`src/rtl/uart_pkg.sv`:
```
// -----------------------------------------------------------------------------
// uart_pkg
//   Shared definitions for the UART receive and transmit blocks: the FSM state
//   encoding and the helper that turns clock frequency and line rate into a
//   per-bit clock count.
// -----------------------------------------------------------------------------
`timescale 1ns/1ps
package uart_pkg;

    typedef enum logic [2:0] {
        ST_IDLE  = 3'd0,
        ST_START = 3'd1,
        ST_DATA  = 3'd2,
        ST_STOP  = 3'd3,
        ST_BREAK = 3'd4
    } uart_state_e;

    localparam int DATA_BITS = 8;

    // Clock cycles per bit period.
    function automatic int baud_counter_max(input int clock_mhz, input int baud_rate);
        return (clock_mhz * 1_000_000) / baud_rate;
    endfunction

endpackage

```
`src/rtl/uart_rx_sync.sv`:
```
// -----------------------------------------------------------------------------
// uart_rx_sync
//   Two-flop synchroniser bringing an asynchronous pin into the clk domain.
//   Both flops reset to RESET_VAL so an idle line looks idle straight out of
//   reset.
// Ports
//   clk    in  system clock
//   rst_n  in  asynchronous active-low reset
//   d_i    in  asynchronous input
//   q_o    out synchronised output (2 clk latency)
// -----------------------------------------------------------------------------
`timescale 1ns/1ps
module uart_rx_sync #(
    parameter logic RESET_VAL = 1'b1
) (
    input  logic clk,
    input  logic rst_n,
    input  logic d_i,
    output logic q_o
);

    logic meta_q;
    logic sync_q;

    always_ff @(posedge clk or negedge rst_n) begin
        if (!rst_n) begin
            meta_q <= RESET_VAL;
            sync_q <= RESET_VAL;
        end else begin
            meta_q <= d_i;
            sync_q <= meta_q;
        end
    end

    assign q_o = sync_q;

endmodule

```
`src/rtl/uart_rx.sv`:
```
// -----------------------------------------------------------------------------
// uart_rx
//   8N1 UART receiver (LSB first, one start bit, eight data bits, one stop
//   bit). Bits are sampled at mid-bit from the synchronised pin. A good frame
//   updates out_data with a one-cycle out_valid strobe; a low stop bit gives a
//   one-cycle out_frame_err strobe and leaves out_data untouched.
// Ports
//   clk            in   system clock
//   rst_n          in   asynchronous active-low reset
//   in_serial      in   serial pin (asynchronous, idles high)
//   out_data       out  last good byte, held until the next good frame
//   out_valid      out  one-cycle pulse, out_data updated this cycle
//   out_frame_err  out  one-cycle pulse, stop bit sampled low
//   out_is_active  out  high whenever the receiver is not idle
// -----------------------------------------------------------------------------
`timescale 1ns/1ps
module uart_rx
    import uart_pkg::*;
#(
    parameter int BaudRate       = 115200,
    parameter int ClockSpeed_MHz = 100
) (
    input  logic       clk,
    input  logic       rst_n,
    input  logic       in_serial,
    output logic [7:0] out_data,
    output logic       out_valid,
    output logic       out_frame_err,
    output logic       out_is_active
);

    localparam int BAUD_COUNTER_MAX = baud_counter_max(ClockSpeed_MHz, BaudRate);
    localparam int HALF_BAUD        = BAUD_COUNTER_MAX / 2;
    localparam int CNT_W            = $clog2(BAUD_COUNTER_MAX);

    localparam logic [CNT_W-1:0] HALF_LAST = CNT_W'(HALF_BAUD - 1);
    localparam logic [CNT_W-1:0] BIT_LAST  = CNT_W'(BAUD_COUNTER_MAX - 1);
    localparam logic [CNT_W-1:0] CNT_ONE   = CNT_W'(1);

    logic rx_s;

    uart_rx_sync #(
        .RESET_VAL (1'b1)
    ) u_sync (
        .clk   (clk),
        .rst_n (rst_n),
        .d_i   (in_serial),
        .q_o   (rx_s)
    );

    uart_state_e          state_q,    state_d;
    logic [CNT_W-1:0]     baud_cnt_q, baud_cnt_d;
    logic [2:0]           bit_cnt_q,  bit_cnt_d;
    logic [7:0]           shift_q,    shift_d;
    logic [7:0]           data_q,     data_d;
    logic                 valid_q,    valid_d;
    logic                 err_q,      err_d;

    always_ff @(posedge clk or negedge rst_n) begin
        if (!rst_n) begin
            state_q    <= ST_IDLE;
            baud_cnt_q <= '0;
            bit_cnt_q  <= '0;
            shift_q    <= '0;
            data_q     <= '0;
            valid_q    <= 1'b0;
            err_q      <= 1'b0;
        end else begin
            state_q    <= state_d;
            baud_cnt_q <= baud_cnt_d;
            bit_cnt_q  <= bit_cnt_d;
            shift_q    <= shift_d;
            data_q     <= data_d;
            valid_q    <= valid_d;
            err_q      <= err_d;
        end
    end

    always_comb begin
        state_d    = state_q;
        baud_cnt_d = baud_cnt_q;
        bit_cnt_d  = bit_cnt_q;
        shift_d    = shift_q;
        data_d     = data_q;
        valid_d    = 1'b0;
        err_d      = 1'b0;

        case (state_q)
            ST_IDLE: begin
                if (!rx_s) begin
                    state_d    = ST_START;
                    baud_cnt_d = '0;
                    bit_cnt_d  = '0;
                end
            end

            // Re-check the line at start mid-bit; a high line means the low
            // level was a glitch and the frame is dropped silently.
            ST_START: begin
                if (baud_cnt_q == HALF_LAST) begin
                    baud_cnt_d = '0;
                    state_d    = rx_s ? ST_IDLE : ST_DATA;
                end else begin
                    baud_cnt_d = baud_cnt_q + CNT_ONE;
                end
            end

            // Counting is already aligned to mid-bit, so each full bit period
            // lands on the next data mid-bit. LSB arrives first, so shift right.
            ST_DATA: begin
                if (baud_cnt_q == BIT_LAST) begin
                    baud_cnt_d = '0;
                    shift_d    = {rx_s, shift_q[7:1]};
                    if (bit_cnt_q == 3'd7) begin
                        bit_cnt_d = '0;
                        state_d   = ST_STOP;
                    end else begin
                        bit_cnt_d = bit_cnt_q + 3'd1;
                    end
                end else begin
                    baud_cnt_d = baud_cnt_q + CNT_ONE;
                end
            end

            // Leaving at stop mid-bit lets IDLE catch a start edge that follows
            // the stop bit immediately.
            ST_STOP: begin
                if (baud_cnt_q == BIT_LAST) begin
                    baud_cnt_d = '0;
                    if (rx_s) begin
                        data_d  = shift_q;
                        valid_d = 1'b1;
                        state_d = ST_IDLE;
                    end else begin
                        err_d   = 1'b1;
                        state_d = ST_BREAK;
                    end
                end else begin
                    baud_cnt_d = baud_cnt_q + CNT_ONE;
                end
            end

            // A line held low (break) reports one error, not one per frame time.
            ST_BREAK: begin
                if (rx_s) begin
                    state_d = ST_IDLE;
                end
            end

            default: begin
                state_d = ST_IDLE;
            end
        endcase
    end

    assign out_data      = data_q;
    assign out_valid     = valid_q;
    assign out_frame_err = err_q;
    assign out_is_active = (state_q != ST_IDLE);

endmodule

```
`config.mk`:
```
export PLATFORM = sky130hd
export DESIGN_NAME = uart_rx
export DESIGN_NICKNAME = d
export VERILOG_FILES = /design/src/rtl/uart_pkg.sv /design/src/rtl/uart_rx_sync.sv /design/src/rtl/uart_rx.sv
export SDC_FILE = /design/constraint.sdc
export NUM_CORES = 1
export LEC_CHECK = 0
export ABC_AREA = 1
export BUFFER_PORTS_ARGS = -buffer_cell sky130_fd_sc_hd__buf_2
export CORE_UTILIZATION = 55
export CTS_BUF_LIST = sky130_fd_sc_hd__clkbuf_8
export CTS_CLUSTER_SIZE = 10
export DETAILED_ROUTE_END_ITERATION = 10
export PLACE_DENSITY = 0.81
export SLEW_MARGIN = 0
export SYNTH_ARGS = -nofsm -noshare
export SYNTH_HDL_FRONTEND = slang
export SYNTH_SLANG_ARGS = --single-unit
```
`constraint.sdc`:
```
create_clock -name clk -period 1.3 [get_ports clk]
set_input_delay 0.325 -clock clk [delete_from_list [all_inputs] [get_ports clk]]
set_output_delay 0.325 -clock clk [all_outputs]
set_load 0.01 [all_outputs]
```
-- Word-level counts from Yosys, hierarchy flattened
Cells that the tools add are included.
- $add $sub $neg: 2
- equal/unequal tests: 13
- muxes and demuxes: 23
- reductions and logical operators: 10
- operator list (kind ; number):
    two-way mux 10 bit ; 3
    two-way mux 3 bit ; 10
    one-hot mux 10 bit (3 select lines) ; 1
    one-hot mux 3 bit (5 select lines) ; 1
    adder 10 x 1 -> 10 bit, second input constant ; 1
    == test 10 bit, second input constant ; 1
    == test 10 x 9 -> 1 bit, second input constant ; 1
    inequality test 2 bit, second input constant ; 5
    == test 3 x 2 -> 1 bit, second input constant ; 2
    == test 3 bit, second input constant ; 2
    two-way mux 1 bit ; 6
    one-hot mux 3 bit (2 select lines) ; 1
    AND reduction 3 bit ; 2
    AND reduction 6 bit ; 1
    nonzero test 3 bit ; 2
    AND reduction 2 bit ; 2
    adder 3 x 1 -> 3 bit, second input constant ; 1
    == test 3 x 1 -> 1 bit, second input constant ; 1
    logical NOT 3 bit ; 1
    two-way mux 2 bit ; 1
    inequality test 2 x 1 -> 1 bit, second input constant ; 1
    nonzero test 2 bit ; 1
    OR reduction 2 bit ; 1
- flip-flop bits (word level): 36
- bits of input ports: 3
- output and inout port bits: 11
- logic and storage cells: 57

-- Logic depth before layout (Yosys ltp)
- depth in word-level cells: 4
- gate-level depth with buffers: 9
- gate-level depth less buffers: 9

-- By module
Synthesis repeated with hierarchy kept, for this count alone.
- cells, all modules: 228
- area total of the unflattened synthesis: 1841.8 µm²
- modules (own cells, without submodules) (module ; times used ; cells an instance ; area an instance (µm²) ; sequential area each (µm²)):
    uart_rx ; 1 ; 226 ; 1789.2 ; 850.8
    uart_rx_sync ; 1 ; 2 ; 52.6 ; 52.6

-- Worst setup path before layout
OpenSTA, ideal clock, no wires.
- path type: reg-to-reg
- start: register baud_cnt_q[0]
- end: register shift_q[7]
- setup time: 0.121 ns
- arrival time: 1.330 ns
- data required time: 1.179 ns
- setup slack: -0.151 ns
- cell stages (with the launch flop): 8
- path buffers: 1
- clock period less this slack: 1.451 ns
- path through: dfrtp_1 ha_1 nand3_2 nor3_4 nand2_4 buf_8 nand2_1 o21ai_2
- word-level cells in the longest chain between the ends: 2
- ends and longest elaborated chain (what ; line ; RTL):
    from (decl) ; uart_rx.sv:52 ; logic [CNT_W-1:0] baud_cnt_q, baud_cnt_d;
    from (signal assigned) ; uart_rx.sv:70 ; baud_cnt_q <= baud_cnt_d;
    == test 10 bit ; uart_rx.sv:111 ; if (baud_cnt_q == BIT_LAST) begin
    AND reduction 2 bit (no source line) ; n/a ;
    to (signal assigned) ; uart_rx.sv:72 ; shift_q <= shift_d;
    to (decl) ; uart_rx.sv:54 ; logic [7:0] shift_q, shift_d;
Every way passes these cells.
A chain may end at the register's enable or synchronous reset.

-- Worst setup path in the final report
- start: register baud_cnt_q[0]
- end: register data_q[3], in the netlist out_data[3]
- word-level cells in the longest chain between the ends: 2
- ends and longest elaborated chain (what ; line ; RTL):
    == test 10 bit ; uart_rx.sv:128 ; if (baud_cnt_q == BIT_LAST) begin
    AND reduction 3 bit (no source line) ; n/a ;
    to (signal assigned) ; uart_rx.sv:73 ; data_q <= data_d;
    to (decl) ; uart_rx.sv:55 ; logic [7:0] data_q, data_d;
Every way passes these cells.

==> impl_metrics.yaml <==
status:
  outcome: "finished, violations left"
  violations: "negative setup slack"
floorplanning:
  die_h_um: 61.1
  dieWidth_um: 61.1
  io_pins: 14
  core-area_mm2: 0.00334
  start_util: 0.576
  placementRows: 21
  design.die.area_mm2: 0.00373
global_routing:
  grt_pass1_wl_mm: 7.53
  track_usage: 0.286
  grtUsageMet3: 0.0840
  antenna_found_initial: 0
  grtUsageMet2: 0.470
  grt_pass1_vias: 1686
  top_usage_layer: "met2"
  grt-ovfl-total: 0
  met1_usage: 0.342
  grt_max_degree: 37
route:
  drt_iter0_markers: 215
  drcViolationCount: 0
  ant_nets: 0
  route.vias.total: 1852
  routedWlPerCell_um: 15.5
  vias_per_cell: 5.58
  routed_wl_mm: 5.14
  drt-pass1-iter-count: 6
synthesis:
  synthArstFlopShare: 1.00
  syn_nets: 235
  synth_edf_count: 0
  yosysWarningCount: 0
  synthCells: 228
  ys.flop_type: "dfrtp_1"
  yosysUniqueCellTypes: 24
  avgSynthCellArea_um2: 8.43
  synth_area_mm2: 0.00192
  synth.ff_latch_count: 36
  ys_seq_area_frac: 0.470
worst_setup_path:
  reg2reg_slack_ps: -150
  crit_buf_inv: 1
  cp.depth: 7
  crit_path_top_delay_cell: "dfrtp_2"
  crit_required_ps: 1480
  reg2reg_depth: 7
  cp-start-kind: "flop"
  cp_max_fo: 8
  crit_family: "simple AND/OR/NAND/NOR gates"
  worstPathCellList: "ha_4 > nand3_2 > nor3_4 > buf_6 > nand2_4 > nand2_2 > o21ai_2"
  path_class: "flop to flop"
  cp.arrival_ps: 1630
  slowest_delay_ps: 430
  critPathCaptureType: "flop"
placed_design:
  dpl_cell_area_mm2: 0.00226
  place.gp.congestion: 0.919
  dp_slack_ps: -132
  port_buffers: 13
  hpwlAfterDp_mm: 2.97
hold_path:
  hp-class: "input pin to flop"
  holdPathStages: 1
sta:
  final-setup-viol-count: 31
  rsz0062_at_grt: "yes"
  slew_headroom: 0.794
  slew_violations: 0
  worstMarginPinSlew_ps: 308
  hold_ws_ps: 133
  max_freq_ghz: 0.689
  finalWorstSetupSlack_ps: -151
  fin_crit_sh: 1.12
  skew_ps: 8.08
  hold_viol_final: 0
  period_needed_ps: 1450
  fin_setup_tns_ps: -2770
cts:
  cts_tree: "built"
  clk_latency_ps: 290
  cts_buffers: 5
  clk_path_buf_depth: 2
  clock-root-buffer: "clkbuf_8"
  path_clk_slew_ps: 70
  cts_sinks: 36
  cts_htree_levels: 2
layout:
  final_area_mm2: 0.00259
  final_nets: 292
  area_growth_pct: 34.9
  diodes: 0
  num-fill-cells: 189
  drive_above_1_share: 0.458
  final_util: 0.777
run:
  drv_cap: 0
pwr:
  p_leak_nw: 1.28
  peakVddDrop_mv: 0.800
  powerDensity_mw_per_mm2: 756
per-stage QoR:
step | cells | power, W
3_3_place_gp | 312 | 0.00119
6_report | 332 | 0.00196
2_1_floorplan | 228 | 0.00115
5_1_grt | 332 | 0.00203
3_5_place_dp | 312 | 0.00119
4_1_cts | 325 | 0.00197
where the power goes:
part	internal (W)	total [W]	switching (W)
sequential	0.00112	0.00113	0.00000529
clock	0.000373	0.000789	0.000416
combinational	0.0000134	0.0000396	0.0000263
cells by family (layout without fill, tap and decap cells):
logic type | after synthesis | in the layout | synth area share
and+or+nand+nor | 132 | 134 | 0.328
AOI/OAI and AO/OA | 21 | 22 | 0.0898
buffers and inverters | 32 | 87 | 0.0723
xor gates and xnor gates | 3 | 3 | 0.0137
adders and majority gates | 4 | 4 | 0.0260
DFF | 36 | 36 | 0.470
final cells by class:
cell class                      count  area (µm²)  share of cell area
Clock buffer                        5        68.8              0.0265
Clock inverter                      3        18.8             0.00724
Inverter                           30         115              0.0444
Multi-Input combinational cell    163        1050               0.404
Sequential cell                    36         910               0.351
Tap cell                           46        57.6              0.0222
Timing Repair Buffer               49         375               0.145
Yosys cell counts (3+ instances only):
library cell  count  area [µm²]
xor2_1            3        26.3
inv_1            25        93.8
nor2_2            3        18.8
dfrtp_1          34         851
nand4_1           8        50.1
nand2_4           3        33.8
nor2_1           21        78.8
nand2_2           4        25.0
nand3_1          15        75.1
o21ai_0           5        25.0
nand2_1          69         259
inv_2             5        18.8
o21ai_2          15         131
ha_1              4        50.1
final timing paths:
| path | startpoint | end |
|---|---|---|
| max | baud_cnt_q[0] | out_data[3] |
| min | in_serial | u_sync.meta_q |
| max reg2reg | baud_cnt_q[0] | out_data[3] |
| min reg2reg | u_sync.meta_q | u_sync.q_o |
| max in group asynchronous | rst_n | u_sync.meta_q |
| min in group asynchronous | rst_n | baud_cnt_q[9] |
worst reg2reg max path: stages, from the launching register on:
cell     delay (ps)
dfrtp_2         430
ha_4            160
nand3_2         120
nor3_4          160
buf_6           190
nand2_4         120
nand2_2         100
o21ai_2          70
sequential cells by signal, summed over array words and instances, names as in the netlist:
| name | count |
|---|---|
| out_frame_err | 1 |
| u_sync.meta_q | 1 |
| out_data | 8 |
| u_sync.q_o | 1 |
| state_q | 3 |
| bit_cnt_q | 3 |
| out_valid | 1 |
| shift_q | 8 |
| baud_cnt_q | 10 |
metal layers:
| metal | vias to the layer above | wire (µm) |
|---|---|---|
| met1 | 892 | 2020 |
| met5 | - | 0 |
| met2 | 103 | 2620 |
| li1 | 844 | - |
| met3 | 13 | 401 |
| met4 | 0 | 102 |
cells in the final DEF (no fill, tap or decap), drive strengths merged:
master	instances
nor3b	1
nand4	8
ha	4
nor2	26
nand2	78
o21ai	20
clkbuf	5
a21oi	2
clkinv	3
nand3	16
dfstp	2
nor3	4
dlygate4sd3	1
xor2	3
buf	48
inv	30
nand3b	1
dfrtp	34
timing repair:
item	in CTS	in global routing
endpoints found under the setup margin	34	35
setup buffers	4	5
gates resized for setup	27	22
hold buffers	1	0
pin swaps	13	16
hold endpoints to repair	34	0
cloned	1	2
Power figures use the tool's default switching activity.
